==> config.mk <==
export PLATFORM = sky130hd
export DESIGN_NAME = recfn_to_fn_arbiter
export DESIGN_NICKNAME = d
export VERILOG_FILES = /design/src/rtl/recfn_to_fn_arbiter.sv
export SDC_FILE = /design/constraint.sdc
export NUM_CORES = 1
export LEC_CHECK = 0
export ABC_AREA = 1
export BUFFER_PORTS_ARGS = -buffer_cell sky130_fd_sc_hd__buf_2
export CAP_MARGIN = 20
export CORE_MARGIN = 1.5
export CORE_UTILIZATION = 53
export DETAILED_ROUTE_END_ITERATION = 12
export GPL_ROUTABILITY_DRIVEN = 1
export PLACE_DENSITY = 0.79
export SLEW_MARGIN = 15
export SYNTH_ARGS = -nofsm -noshare
export SYNTH_HDL_FRONTEND = slang
export SYNTH_SLANG_ARGS = --single-unit
==> constraint.sdc <==
create_clock -name clk -period 4.6 [get_ports clk]
set_input_delay 0.69 -clock clk [delete_from_list [all_inputs] [get_ports clk]]
set_output_delay 0.69 -clock clk [all_outputs]
set_load 0.05 [all_outputs]
==> src/rtl/recfn_to_fn_arbiter.sv <==
// recfn_to_fn_arbiter: round-robin sharing of one HardFloat recoded-to-IEEE converter
// behind a capture register and an output register, results tagged with requester id.
module recfn_to_fn_arbiter #(
    parameter int EXP_WIDTH = 8,
    parameter int SIG_WIDTH = 24,
    parameter int NUM_REQ = 4,
    localparam int ID_WIDTH = (NUM_REQ > 1) ? $clog2(NUM_REQ) : 1,
    localparam int REC_WIDTH = EXP_WIDTH + SIG_WIDTH + 1
) (
    input  logic                           clk,
    input  logic                           reset,
    input  logic [NUM_REQ-1:0]             req_valid,
    output logic [NUM_REQ-1:0]             req_ready,
    input  logic [NUM_REQ*REC_WIDTH-1:0]   req_data,
    output logic                           out_valid,
    input  logic                           out_ready,
    output logic [EXP_WIDTH+SIG_WIDTH-1:0] out_data,
    output logic [ID_WIDTH-1:0]            out_id,
    output logic                           idle
);
    localparam int MIN_NORM = 2**(EXP_WIDTH-1) + 2;
    localparam int DIST_WIDTH = $clog2(SIG_WIDTH);

    logic                           s1_valid_q, s1_valid_d;
    logic [REC_WIDTH-1:0]           s1_data_q, s1_data_d;
    logic [ID_WIDTH-1:0]            s1_id_q, s1_id_d;
    logic                           out_valid_q, out_valid_d;
    logic [EXP_WIDTH+SIG_WIDTH-1:0] out_data_q, out_data_d;
    logic [ID_WIDTH-1:0]            out_id_q, out_id_d;
    logic [ID_WIDTH-1:0]            ptr_q, ptr_d;

    logic                  s1_en, s2_en, found, accept;
    logic [ID_WIDTH-1:0]   win, idx;

    logic                  c_sign, c_zero, c_nan, c_inf, c_sub;
    logic [EXP_WIDTH:0]    c_exp;
    logic [SIG_WIDTH-2:0]  c_fract, c_fract_out;
    logic [EXP_WIDTH-1:0]  c_exp_out;
    logic [DIST_WIDTH-1:0] c_dist;

    // first valid requester at or after the pointer, wrapping around
    always_comb begin
        win = '0;
        idx = '0;
        found = 1'b0;
        for (int k = 0; k < NUM_REQ; k++) begin
            idx = ID_WIDTH'((int'(ptr_q) + k) % NUM_REQ);
            if (!found && req_valid[idx]) begin
                found = 1'b1;
                win = idx;
            end
        end
    end

    assign s2_en = !out_valid_q || out_ready;
    assign s1_en = !s1_valid_q || s2_en;
    assign accept = found && s1_en && !reset;
    assign req_ready = accept ? (NUM_REQ'(1) << win) : '0;

    // recoded exponent top bits: 000 zero, 110 infinity, 111 NaN
    always_comb begin
        c_sign = s1_data_q[REC_WIDTH-1];
        c_exp = s1_data_q[REC_WIDTH-2 -: EXP_WIDTH+1];
        c_fract = s1_data_q[SIG_WIDTH-2:0];
        c_zero = c_exp[EXP_WIDTH -: 3] == 3'b000;
        c_nan = c_exp[EXP_WIDTH -: 3] == 3'b111;
        c_inf = c_exp[EXP_WIDTH -: 3] == 3'b110;
        c_sub = c_exp < (EXP_WIDTH+1)'(MIN_NORM);
        c_dist = DIST_WIDTH'(MIN_NORM - 1) - c_exp[DIST_WIDTH-1:0];
        c_exp_out = (c_sub ? '0 : c_exp[EXP_WIDTH-1:0] - EXP_WIDTH'(MIN_NORM - 1)) | {EXP_WIDTH{c_nan | c_inf}};
        c_fract_out = c_sub ? ({!c_zero, c_fract[SIG_WIDTH-2:1]} >> c_dist) : (c_inf ? '0 : c_fract);
    end

    always_comb begin
        ptr_d = accept ? ((win == ID_WIDTH'(NUM_REQ - 1)) ? '0 : win + 1'b1) : ptr_q;
        s1_valid_d = accept || (s1_valid_q && !s2_en);
        s1_data_d = accept ? req_data[int'(win)*REC_WIDTH +: REC_WIDTH] : s1_data_q;
        s1_id_d = accept ? win : s1_id_q;
        out_valid_d = s2_en ? s1_valid_q : out_valid_q;
        out_data_d = s2_en ? {c_sign, c_exp_out, c_fract_out} : out_data_q;
        out_id_d = s2_en ? s1_id_q : out_id_q;
    end

    always_ff @(posedge clk or posedge reset) begin
        if (reset) begin
            ptr_q <= '0;
            s1_valid_q <= 1'b0;
            s1_data_q <= '0;
            s1_id_q <= '0;
            out_valid_q <= 1'b0;
            out_data_q <= '0;
            out_id_q <= '0;
        end else begin
            ptr_q <= ptr_d;
            s1_valid_q <= s1_valid_d;
            s1_data_q <= s1_data_d;
            s1_id_q <= s1_id_d;
            out_valid_q <= out_valid_d;
            out_data_q <= out_data_d;
            out_id_q <= out_id_d;
        end
    end

    assign out_valid = out_valid_q;
    assign out_data = out_data_q;
    assign out_id = out_id_q;
    assign idle = !s1_valid_q && !out_valid_q;
endmodule

==> results.cfg, run 1 <==
[outcome]
status = completed

[routing]
wl_per_cell_um = 13.2
via_count = 6570
drt_iter0_drc = 384
antenna_left = 0
first_pass_iters = 5
drc = 0
wl_mm = 17.1
viasPerCell = 5.09

[logic_synthesis]
syn_inst = 1005
synth_edf_count = 0
synth_flop_cell = dfrtp_1
yosys_warnings = 0
ys_types = 34
synth_area_leaders = dfrtp_1, nand2_1, nand3_1, inv_1, o21ai_0
ys_ff_latch = 73
yosys.area.top_type = dfrtp_1
synth_area_mm2 = 0.00616
yosysMostFrequentCell = nand2_1
yosysSeqAreaShare_pct = 29.7
avgSynthCellArea_um2 = 6.13
async_reset_ff_share_pct = 100
synth_nets = 1147
synth_top_area_share_pct = 29.7
synthTopCellsByCount = nand2_1, nand3_1, inv_1, dfrtp_1, o21ai_0

[worst_setup_path]
rr_worst_depth = 12
required_ns = 3.91
critPathMaxFanout = 34
cpMostUsedCell = nand2_1
crit_slowest_cell = dfrtp_1
crit_family = simple AND/OR/NAND/NOR gates
path_class = flip-flop to primary output
rr_endpoint = out_data[21]
crit_path_start_kind = flip-flop
worst-path-buf-inv = 3
path_depth = 13
crit_path_cell_trace = inv_2 -> nand2_1 -> nand3_1 -> nand2_2 -> inv_2 -> nand2_4 -> nand2_1 -> o21ai_4 -> nand2_2 -> nor2_8 -> nand2_1 -> nor2_1 -> buf_2
critPathMaxStageDelay_ns = 0.61
startpoint = ptr_q[0]
endpoint_kind = primary output
arrival_ns = 2.99
r2r-start = s1_data_q[24]
r2r_slack_ns = 1.37

[grt]
grt_pass1_vias = 6031
met1_usage_pct = 42.1
grt_overflow = 0
antenna_found_initial = 0
grt_pass1_wl_mm = 29.0
use_met3_pct = 4.37
globalRouteTotalUtil_pct = 28.6
grt_busiest_layer = met2
grt_util_met2_pct = 44.3
grt_max_degree = 74

[cells_and_area]
seqCellArea_mm2 = 0.00183
fillers = 1147
fin_cells = 1290
areaGrowthSynthToFinish_pct = 16.9
drive_gt1_share_pct = 21.5
multiInputGateArea_mm2 = 0.00355
fin_util_pct = 63.4
num-nets-final = 1286
antenna_cells = 0

[hold_path]
holdPathStages = 2
hp-class = flip-flop to flip-flop
whs_endpoint = out_id[0]
holdCritStartpoint = out_id[0]

[clock_tree]
cts_sinks = 73
cts.repair.resized = 0
cts_tree = yes
post_cts_buffers = 0
numCtsBuffers = 9
hold_buffers = 0
clkLatencyLatePin_ns = 0.33
clk_pin_slew_worst_paths_ns = 0.05
htree_levels = 3
clockBufferDepth = 2
cts-root-buf = clkbuf_16

[placed_design]
portBuffers = 178
placed_cells = 1276
routabilityCongestion = 0.983
dpl.hpwl_mm = 12.9

[die]
rows = 39
start_util_pct = 54.2
core-area_mm2 = 0.0114
dieArea_mm2 = 0.0123
die_y_um = 111
die_w_um = 111
io_pins = 179

[sta]
rsz0062_at_grt = no
slew_headroom_pct = 36.3
totalNegativeSetupSlack_ns = 0
slew_violations = 0
fin_crit_ns = 3.68
worst_pin_slew_ns = 0.956
period_share_pct = 79.9
fmax_mhz = 272
hold_viol = 0
setup_viol = 0
skew_ns = 0.00394

[job]
drv_cap = 0
[flip-flops by register name, indices dropped and copies added, names as in the netlist]
signal and flops:
s1_data_q 33, s1_valid_q 1, out_data 32, out_id 2, ptr_q 2, out_valid 1
s1_id_q 2
[worst reg2reg max path: cells and delay by family (launching register included)]
family	cells	cell delay, ns
fa+ha+maj	1	0.27
flops	1	0.63
buf+inv	3	0.87
simple gates	6	1.20
compound gates	2	0.20
[through the flow]
stage | area (um^2) | setup slack (ns) | hold WS [ns]
finish | 7200 | 0.923 | 0.481
global route | 7200 | 0.711 | 0.509
detailed placement | 6950 | 1.29 | 0.471
CTS | 7200 | 0.937 | 0.484
floorplan | 6160 | 0.338 | 0.442
global placement | 6950 | 1.32 | 0.461
[routing by layer]
| layer | vias up | share of wire (%) |
|---|---|---|
| met4 | 0 | 1.1 |
| met3 | 15 | 6.5 |
| met1 | 2913 | 48 |
| met2 | 217 | 44 |
| li1 | 3425 | - |
| met5 | - | 0 |
[layout by cell type, fill, tap and decap left out, types with 3 or more instances in the layout]
cell type,n
dfrtp_1,73
nand2_4,4
inv_1,110
ha_1,3
a21oi_1,26
inv_2,4
buf_4,10
clkbuf_16,9
o211ai_1,9
nand3_2,22
clkbuf_1,4
o21ai_0,63
xor2_1,3
nor2_8,3
nand2_1,408
nor2_1,60
nand2_2,12
mux2i_1,4
nand3_1,113
a31oi_1,10
buf_2,178
[cell families (layout without fill, tap and decap cells)]
group / count (synthesis) / count (layout) / share of synthesized area [%]
compound gates: 116 / 116 / 10.5
flops: 73 / 73 / 29.7
fa+ha+maj: 3 / 3 / 0.609
mux: 4 / 4 / 0.650
buf+inv: 176 / 318 / 12.8
simple gates: 630 / 630 / 45.3
xor+xnor: 3 / 3 / 0.427
[area by class of cell]
cell class,count,share of cell area [%]
inverters,116,6.04
well taps,143,2.48
clock inverters,1,0.0695
clock buffers,13,3.34
repair buffers,188,13.4
multi-input cells,756,49.3
flip-flops and latches,73,25.4
[how the worst max path moves through the flow]
stage / to / slack (ns)
after floorplan: req_ready[3] / 0.34
after global placement: req_ready[1] / 1.32
after detailed placement: req_ready[1] / 1.29
after CTS: req_ready[1] / 0.94
after global routing: req_ready[1] / 0.71
final: req_ready[1] / 0.92
Power of run 1 is left out: the tool's default activity adds up to more than one toggle a clock period on the data nets, which glitch-free logic cannot reach.
==> run 2, diff against run 1 <==
--- a/config.mk
+++ b/config.mk
@@ -5,11 +5,11 @@
 export SDC_FILE = /design/constraint.sdc
 export NUM_CORES = 1
 export LEC_CHECK = 0
-export ABC_AREA = 1
+export ABC_AREA = 0
 export BUFFER_PORTS_ARGS = -buffer_cell sky130_fd_sc_hd__buf_2
 export CAP_MARGIN = 20
 export CORE_MARGIN = 1.5
-export CORE_UTILIZATION = 53
+export CORE_UTILIZATION = 51
 export DETAILED_ROUTE_END_ITERATION = 12
 export GPL_ROUTABILITY_DRIVEN = 1
 export PLACE_DENSITY = 0.79
==> constraint.sdc (replaced) <==
create_clock -name clk -period 3.4 [get_ports clk]
set_input_delay 0.51 -clock clk [delete_from_list [all_inputs] [get_ports clk]]
set_output_delay 0.51 -clock clk [all_outputs]
set_load 0.05 [all_outputs]
==> results.cfg, run 2 <==
[outcome]
status = completed

[sta]
slew_violations = 0
totalNegativeSetupSlack_ns = 0
skew_ns = 0.0105
setup_viol = 0
whs_ns = 0.328
fin_crit_ns = 2.50
worst_pin_slew_ns = 0.936
fmax_mhz = 400
period_share_pct = 73.5
rsz0062_at_grt = no
hold_viol = 0
slew_headroom_pct = 37.6

[logic_synthesis]
ys_types = 58
synth_area_mm2 = 0.00527
yosysMostFrequentCell = dfrtp_1
synth_top_area_share_pct = 34.7
ys_ff_latch = 73
synth_flop_cell = dfrtp_1
synth_area_leaders = dfrtp_1, mux2i_1, a22oi_1, o221ai_1, nand2_1
syn_inst = 577
avgSynthCellArea_um2 = 9.13
synth_nets = 719
yosysSeqAreaShare_pct = 34.7
async_reset_ff_share_pct = 100
synth_edf_count = 0
yosys_warnings = 0
synthTopCellsByCount = dfrtp_1, nand2_1, mux2i_1, a22oi_1, nor2_1
yosys.area.top_type = dfrtp_1

[die]
rows = 36
start_util_pct = 53.2
io_pins = 179
die_w_um = 105
core-area_mm2 = 0.00991
die_y_um = 105
dieArea_mm2 = 0.0109

[worst_setup_path]
arrival_ns = 1.99
r2r-start = s1_data_q[25]
crit_path_start_kind = flip-flop
crit_path_cell_trace = inv_2 -> nor2_1 -> a221oi_1 -> nand3_1 -> nor2b_1 -> buf_2
required_ns = 2.89
path_class = flip-flop to primary output
crit_slowest_cell = dfrtp_1
startpoint = ptr_q[1]
rr_worst_depth = 8
endpoint_kind = primary output
critPathMaxStageDelay_ns = 0.47
critPathMaxFanout = 7

[power_and_ir_drop]
p_sw_share_pct = 49.9
p_int_w = 0.00296
comb_power_share_pct = 59.7
p_sw_w = 0.00295
p_leak_nw = 3.04
p_per_area_mw_per_mm2 = 914
total_power_w = 0.00591
seq_power_share_pct = 26.8
ir_drop_v = 0.000389
clkPwrFrac_pct = 13.5

[routing]
wl_mm = 16.6
wl_per_cell_um = 19.1
viasPerCell = 6.19
via_count = 5389
drt_iter0_drc = 521
antenna_left = 0
drc = 0
first_pass_iters = 6

[cells_and_area]
num-nets-final = 874
layout_commonest_cell = buf_2
top_register = s1_data_q
final_cell_mix = buf_2, dfrtp_1, nand2_1, mux2i_1, a22oi_1
antenna_cells = 0
largest_reg_flops = 33
fillers = 894
fin_cells = 870
drive_gt1_share_pct = 32.6
areaGrowthSynthToFinish_pct = 22.8

[grt]
globalRouteTotalUtil_pct = 30.4
grt_pass1_wl_mm = 26.4
grt_overflow = 0
antenna_found_initial = 0
grt_pass1_vias = 5244
grt_max_degree = 72

[placed_design]
routabilityCongestion = 1.02
placed_cells = 854
dpl.hpwl_mm = 12.5
portBuffers = 178

[clock_tree]
clockBufferDepth = 2
cts_tree = yes
post_cts_buffers = 0
htree_levels = 3
hold_buffers = 0
cts.repair.resized = 0
cts_sinks = 73
numCtsBuffers = 9
clk_pin_slew_worst_paths_ns = 0.08
cts-root-buf = clkbuf_8
clkLatencyLatePin_ns = 0.35

[job]
drv_cap = 0

[hold_path]
hp-class = input port to async pin
[run 2: layout make-up]
type	count	area, um^2	area share [%]
multi-input combinational	445	3210	49.6
sequential	73	1830	28.2
clock buffer	12	155	2.40
inverter	11	41.3	0.638
timing repair buffer	192	996	15.4
tap	133	166	2.57
clock inverter	4	75.1	1.16
[run 2: final timing paths]
kind                       slack, ns             to
max in group asynchronous       2.30  s1_data_q[15]
hold reg to reg                 0.47   out_data[25]
hold / removal                  0.33  s1_data_q[31]
setup / recovery                0.90   req_ready[3]
setup reg to reg                0.91    out_data[9]
min in group clk                0.47   out_data[25]
[run 2: routing by layer]
| layer | wire, um | track usage (%) | part of all wire [%] | vias to the layer above |
|---|---|---|---|---|
| met1 | 7150 | 42.9 | 43 | 2567 |
| li1 | - | - | - | 2499 |
| met5 | 0 | 0 | 0 | - |
| met4 | 406 | 11.7 | 2.4 | 0 |
| met3 | 1440 | 4.12 | 8.7 | 33 |
| met2 | 7600 | 47.6 | 46 | 290 |
[run 2: cells by family after synthesis]
family | synth area share [%]
buf+inv | 4.94
simple gates | 15.4
mux | 17.4
compound gates | 25.7
flops | 34.7
xor+xnor | 1.16
fa+ha+maj | 0.713
[run 2: per-stage QoR]
stage / setup slack, ns / instance area [um^2] / util, %
after floorplan: 0.692 / 5270 / -
after global placement: 0.867 / 6240 / 63.0
final: 0.901 / 6470 / 65.3
after CTS: 0.904 / 6470 / 65.3
after global routing: 0.759 / 6470 / 65.3
after detailed placement: 0.814 / 6240 / 63.0
[run 2: power by group through the flow]
stage	registers [W]	logic [W]	clock network [W]
after global routing	0.00163	0.00377	0.000845
after CTS	0.00157	0.00348	0.000801
after detailed placement	0.00159	0.00346	0
final	0.00159	0.00353	0.000798
after global placement	0.00157	0.00346	0
after floorplan	0.00200	0.00215	0
[run 2: worst max-delay path: cells and delay by family, from the launching register on]
family | cells | cell delay [ns]
buffers and inverters | 2 | 0.37
flip-flops | 1 | 0.47
AND/OR/NAND/NOR | 3 | 0.38
AO/OA/AOI/OAI | 1 | 0.43
Power figures use the tool's default switching activity.
